===== config.mk =====
export PLATFORM = sky130hd
export DESIGN_NAME = mem_arbiter
export DESIGN_NICKNAME = d
export VERILOG_FILES = /design/src/rtl/mem_arb_pkg.sv /design/src/rtl/arb_rr2.sv /design/src/rtl/mem_arbiter.sv
export SDC_FILE = /design/constraint.sdc
export NUM_CORES = 1
export LEC_CHECK = 0
export ABC_CLOCK_PERIOD_IN_PS = 2400
export CAP_MARGIN = 10
export CORE_AREA = 2 2 259 261
export DETAILED_ROUTE_END_ITERATION = 6
export DIE_AREA = 0 0 261 263
export PLACE_DENSITY_LB_ADDON = 0.25
export SLEW_MARGIN = 30
export SYNTH_ARGS = -nofsm -noshare
export SYNTH_HDL_FRONTEND = slang
export SYNTH_SLANG_ARGS = --single-unit

===== constraint.sdc =====
create_clock -name clock -period 2.4 [get_ports clock]
set_input_delay 0.48 -clock clock [delete_from_list [all_inputs] [get_ports clock]]
set_output_delay 0.48 -clock clock [all_outputs]
set_load 0.01 [all_outputs]

===== src/rtl/mem_arb_pkg.sv =====
// Purpose: shared types and defaults for the icache/dcache memory arbiter.
// Latency: n/a (types and constants only).
// Backpressure: n/a.
package mem_arb_pkg;

    localparam int ADDR_W_DEF  = 6;
    localparam int BLOCK_W_DEF = 128;

    typedef enum logic [1:0] {
        IDLE  = 2'd0,
        ISSUE = 2'd1,
        WAIT  = 2'd2,
        DONE  = 2'd3
    } arb_state_t;

    typedef enum logic {
        OWNER_I = 1'b0,
        OWNER_D = 1'b1
    } owner_t;

    typedef enum logic {
        OP_READ  = 1'b0,
        OP_WRITE = 1'b1
    } op_t;

endpackage


===== src/rtl/arb_rr2.sv =====
// Purpose: 2-way round-robin picker between icache and dcache requests.
// Latency: purely combinational.
// Backpressure: none; the caller decides when to sample the grant.
//
// Ports:
//   req_i, req_d  - icache / dcache request
//   last_grant    - owner of the most recently completed transaction
//   grant_valid   - at least one request is pending
//   grant_owner   - selected requester (meaningful when grant_valid)
module arb_rr2
    import mem_arb_pkg::*;
(
    input  logic   req_i,
    input  logic   req_d,
    input  owner_t last_grant,
    output logic   grant_valid,
    output owner_t grant_owner
);

    always_comb begin
        grant_valid = req_i | req_d;
        grant_owner = OWNER_I;
        if (req_i && req_d) begin
            // Contention: whoever was served last yields.
            grant_owner = (last_grant == OWNER_I) ? OWNER_D : OWNER_I;
        end else if (req_d) begin
            grant_owner = OWNER_D;
        end
    end

endmodule


===== src/rtl/mem_arbiter.sv =====
// Purpose: shares one block memory between icache (reads) and dcache (reads and write-backs).
// Latency: 2 cycles + memory busywait cycles from request sample to DONE.
// Backpressure: per-cache busywait stays high until its own transaction reaches DONE.
//
// Ports:
//   clock, reset                    - clock, async active-low reset
//   i_read/i_address                - icache block-read request
//   i_readdata/i_busywait           - block returned to icache, icache stall
//   d_read/d_write/d_address/
//   d_writedata                     - dcache refill / write-back request
//   d_readdata/d_busywait           - block returned to dcache, dcache stall
//   mem_read/mem_write/mem_address/
//   mem_writedata                   - registered memory command
//   mem_readdata/mem_busywait       - memory response
module mem_arbiter
    import mem_arb_pkg::*;
#(
    parameter int ADDR_W  = ADDR_W_DEF,
    parameter int BLOCK_W = BLOCK_W_DEF
) (
    input  logic               clock,
    input  logic               reset,
    input  logic               i_read,
    input  logic [ADDR_W-1:0]  i_address,
    output logic [BLOCK_W-1:0] i_readdata,
    output logic               i_busywait,
    input  logic               d_read,
    input  logic               d_write,
    input  logic [ADDR_W-1:0]  d_address,
    input  logic [BLOCK_W-1:0] d_writedata,
    output logic [BLOCK_W-1:0] d_readdata,
    output logic               d_busywait,
    output logic               mem_read,
    output logic               mem_write,
    output logic [ADDR_W-1:0]  mem_address,
    output logic [BLOCK_W-1:0] mem_writedata,
    input  logic [BLOCK_W-1:0] mem_readdata,
    input  logic               mem_busywait
);

    arb_state_t        state_q;
    arb_state_t        state_d;
    owner_t            owner_q;
    owner_t            last_grant_q;
    owner_t            grant_owner;
    op_t               op_q;
    op_t               grant_op;
    logic              grant_valid;
    logic [ADDR_W-1:0] grant_addr;
    logic              mem_done;

    arb_rr2 u_rr (
        .req_i       (i_read),
        .req_d       (d_read | d_write),
        .last_grant  (last_grant_q),
        .grant_valid (grant_valid),
        .grant_owner (grant_owner)
    );

    // State register
    always_ff @(posedge clock or negedge reset) begin
        if (!reset) begin
            state_q <= IDLE;
        end else begin
            state_q <= state_d;
        end
    end

    // Next-state logic
    always_comb begin
        state_d = state_q;
        case (state_q)
            IDLE:    if (grant_valid) state_d = ISSUE;
            // One cycle for the memory to see the strobe and raise busywait.
            ISSUE:   state_d = WAIT;
            WAIT:    if (!mem_busywait) state_d = DONE;
            DONE:    state_d = IDLE;
            default: state_d = IDLE;
        endcase
    end

    // Combinational outputs and grant mux
    always_comb begin
        i_busywait = i_read & ~((state_q == DONE) && (owner_q == OWNER_I));
        d_busywait = (d_read | d_write) & ~((state_q == DONE) && (owner_q == OWNER_D));
        mem_done   = (state_q == WAIT) && !mem_busywait;
        grant_op   = OP_READ;
        grant_addr = i_address;
        if (grant_owner == OWNER_D) begin
            grant_addr = d_address;
            // A write-back wins over a simultaneous refill; the refill is dropped.
            grant_op   = d_write ? OP_WRITE : OP_READ;
        end
    end

    // Command latches and returned-block registers
    always_ff @(posedge clock or negedge reset) begin
        if (!reset) begin
            owner_q       <= OWNER_I;
            op_q          <= OP_READ;
            last_grant_q  <= OWNER_I;
            mem_read      <= 1'b0;
            mem_write     <= 1'b0;
            mem_address   <= '0;
            mem_writedata <= '0;
            i_readdata    <= '0;
            d_readdata    <= '0;
        end else begin
            if ((state_q == IDLE) && grant_valid) begin
                // Latched copies make later address/data changes by the owner harmless.
                owner_q     <= grant_owner;
                op_q        <= grant_op;
                mem_address <= grant_addr;
                mem_read    <= (grant_op == OP_READ);
                mem_write   <= (grant_op == OP_WRITE);
                if (grant_op == OP_WRITE) begin
                    mem_writedata <= d_writedata;
                end
            end
            if (mem_done) begin
                mem_read     <= 1'b0;
                mem_write    <= 1'b0;
                last_grant_q <= owner_q;
                if (op_q == OP_READ) begin
                    if (owner_q == OWNER_I) begin
                        i_readdata <= mem_readdata;
                    end else begin
                        d_readdata <= mem_readdata;
                    end
                end
            end
        end
    end

endmodule


==> results.py <==
metrics = {
    "job": {
        "cap_violations": 0,
    },
    "synthesis": {
        "synth_top_area_share_pct": 64.0,
        "ys_types": 29,
        "ys_async_sr_fraction_pct": 100,
        "synth_area_leaders": "dfrtp_1 (64%), mux2_2 (21%), mux2_4 (9.7%)",
        "synth_edf_count": 0,
        "ys_seq_area_share_pct": 64.0,
        "synth_nets": 1150,
        "syn-mean-instance-area_um2": 17.8,
        "netlist_area_um2": 15500,
        "synth_top_cell_by_area": "dfrtp_1",
        "yosysWarnings": 0,
        "synthFlopType": "dfrtp_1",
        "syn_inst": 873,
        "ys_ff_latch": 397,
    },
    "sta": {
        "holdWs_ps": 477,
        "worst_slew_pin_slew_ps": 795,
        "timing.slew.headroom_pct": 47.0,
        "setup_viol_count_final": 0,
        "finalCritPeriodShare_pct": 89.9,
        "period_minus_slack_ps": 2160,
        "fmax_ghz": 0.464,
        "hold_viol": 0,
        "skew_ps": 11.5,
        "rsz0062_at_grt": "no",
        "slew_violations": 0,
        "setup_tns_ps": 0,
    },
    "setup_path": {
        "crit_family": "buffers and inverters",
        "worstSetupPathType": "reg -> reg",
        "critPathSlowestCell": "dfrtp_1",
        "critical-path-max-stage-delay_ps": 400,
        "critPathBufInv": 3,
        "reg2reg_setup_slack_ps": 240,
        "required_ps": 2840,
        "cp.arrival_ps": 2590,
        "crit_top_cell": "buf_12",
        "start_kind": "flop",
        "end_kind": "flop",
        "worstPathMaxFanout": 35,
        "worstPathCellList": "inv_1, ha_1, nor2b_4, nor3b_4, buf_12, buf_12, mux2_2",
    },
    "routing": {
        "drc": 0,
        "wl_met3_mm": 3.80,
        "wl_mm": 48.5,
        "routed.top_layer": "met4",
        "met1_length_mm": 17.5,
        "viasPerCell": 4.06,
        "ant_nets": 0,
        "via_count": 10100,
        "drtIter0Drc": 351,
        "drt_pass1_iterations": 4,
        "routed-wl-met2_mm": 25.9,
        "routedWlPerCell_um": 19.4,
    },
    "pwr": {
        "worst_ir_drop_vdd_v": 0.000745,
        "power_per_cell_area_nw_per_um2": 1380,
        "p_leak_nw": 10.4,
    },
    "cts": {
        "cts.sinks": 397,
        "clk_latency_ps": 560,
        "path_clk_slew_ps": 60,
        "cts_tree": "built",
        "cts_setup_buffers": 0,
        "cts-root-buf": "clkbuf_16",
        "cts_made_buffers": 47,
        "cts_buffer_depth": 3,
        "h-tree-depth": 2,
    },
    "outcome": {
        "status": "completed",
    },
    "grt": {
        "antenna_found_initial": 1,
        "grt_max_degree": 78,
        "overflow": 0,
        "grt_usage_pct": 13.9,
        "grt_pass1_wl_mm": 73.3,
        "grt_pass1_vias": 11400,
    },
    "floorplan": {
        "die_w_um": 261,
        "coreArea_um2": 65600,
        "die_area_um2": 68600,
        "io_pins": 668,
        "rows": 94,
        "start_util_pct": 23.6,
        "die_y_um": 263,
    },
    "placement": {
        "place.gp.congestion": 0.781,
        "dp_hpwl_mm": 37.3,
        "io_buffers": 667,
    },
    "worst_hold_path": {
        "hold_path_class": "in -> async",
    },
    "layout": {
        "fin_nets": 1878,
        "multi_input_area_um2": 5050,
        "ff_latch_area_um2": 9930,
        "drive_above_1_share_pct": 31.5,
        "fillCellCount": 6225,
        "syn2layout_area_growth_pct": 61.0,
    },
}
[sequential cells by signal, indices dropped and copies added, names as in the netlist]
name	count
d_readdata	128
i_readdata	128
last_grant_q	1
mem_address	6
mem_read	1
mem_write	1
mem_writedata	128
op_q	1
owner_q	1
state_q	2
[synthesized netlist by cell type, types with 2 or more instances]
cell       n
mux2_2   283
buf_2      3
buf_12    11
dfrtp_1  397
mux2_4   100
buf_4     12
ha_1       3
buf_6     13
mux2i_1    6
nor3_1     2
o21ai_0    7
inv_1      3
nand2_1   11
buf_8      4
a21oi_1    2
mux2_1     3
[kinds of logic (layout without fill, tap and decap cells)]
| family | after synthesis | in the layout | synth area share (%) |
|---|---|---|---|
| other | 0 | 1 | 0 |
| multiplexers | 392 | 392 | 30.8 |
| AND/OR/NAND/NOR | 20 | 20 | 0.758 |
| adder cells (fa/ha/maj) | 3 | 3 | 0.242 |
| flip-flops | 397 | 397 | 64.0 |
| buffers and inverters | 47 | 811 | 3.53 |
| AO/OA/AOI/OAI | 14 | 14 | 0.597 |
[layout make-up]
| cell class | count | area share (%) |
|---|---|---|
| timing repair buffer | 722 | 29.4 |
| tap | 864 | 4.33 |
| multi-input combinational | 429 | 20.2 |
| inverter | 4 | 0.0601 |
| antenna | 1 | 0.0100 |
| clock buffer | 76 | 5.76 |
| sequential | 397 | 39.8 |
| clock inverter | 9 | 0.416 |
[cell usage in the layout (no fill, tap or decap)]
cell type	n
clkdlybuf4s50_1	664
buf_12	20
bufinv_16	2
mux2_4	100
nor3b_4	2
inv_1	3
inv_2	1
a21oi_1	2
o21ai_0	7
a22oi_1	1
nor2b_4	1
dfrtp_1	397
o22a_2	1
clkbuf_1	16
mux2_1	3
o2bb2ai_2	1
ha_1	3
dlygate4sd3_1	1
and3_4	1
a21boi_0	1
o31ai_2	1
buf_8	1
clkbuf_8	11
nor3_1	2
nor2_1	1
mux2_2	283
clkinvlp_4	2
nand2_1	11
inv_6	1
clkinv_2	4
nor2b_1	1
mux2i_1	6
clkbuf_16	49
buf_4	34
diode_2	1
dlygate4sd2_1	2
nand3_1	1
[worst paths after layout]
kind	cells after the start	to	start
setup / recovery	7	d_readdata[5]	state_q[0]
hold reg to reg	1	d_readdata[125]	d_readdata[125]
min in group clock	1	d_readdata[125]	d_readdata[125]
setup reg to reg	7	d_readdata[5]	state_q[0]
max in group asynchronous	3	mem_address[0]	reset
hold / removal	2	d_readdata[124]	reset
[per-layer routing]
metal	global-route usage [%]	vias to the layer above
met3	4.32	81
met2	25.7	362
met4	4.58	0
met1	14.9	5154
li1	-	4550
met5	0	-
[report_power, final]
part / leakage, nW / switching (mW) / total, mW / internal (mW)
clock network: 0.751 / 2.78 / 7.07 / 4.29
logic: 4.86 / 5.66 / 15.4 / 9.78
registers: 4.77 / 1.84 / 11.9 / 10.1
[repair_timing]
action / CTS / global route
hold buffers: 1 / 0
gates resized for setup: 2 / 0
endpoints found under the setup margin: 2 / 0
endpoints found under the hold margin: 57 / 0
[per-stage QoR]
| step | power [mW] | instance area, um^2 | instances | utilization (%) | setup slack [ps] |
|---|---|---|---|---|---|
| 3_3_place_gp | 27.5 | 23400 | 2415 | 35.7 | 20.0 |
| 2_1_floorplan | 18.5 | 15500 | 873 | - | 581 |
| 6_report | 34.5 | 25000 | 2502 | 38.0 | 243 |
| 3_5_place_dp | 27.8 | 23400 | 2415 | 35.7 | 2.66 |
| 4_1_cts | 35.1 | 25000 | 2501 | 38.0 | 189 |
| 5_1_grt | 36.4 | 25000 | 2502 | 38.0 | 90.0 |
Power figures use the tool's default switching activity.
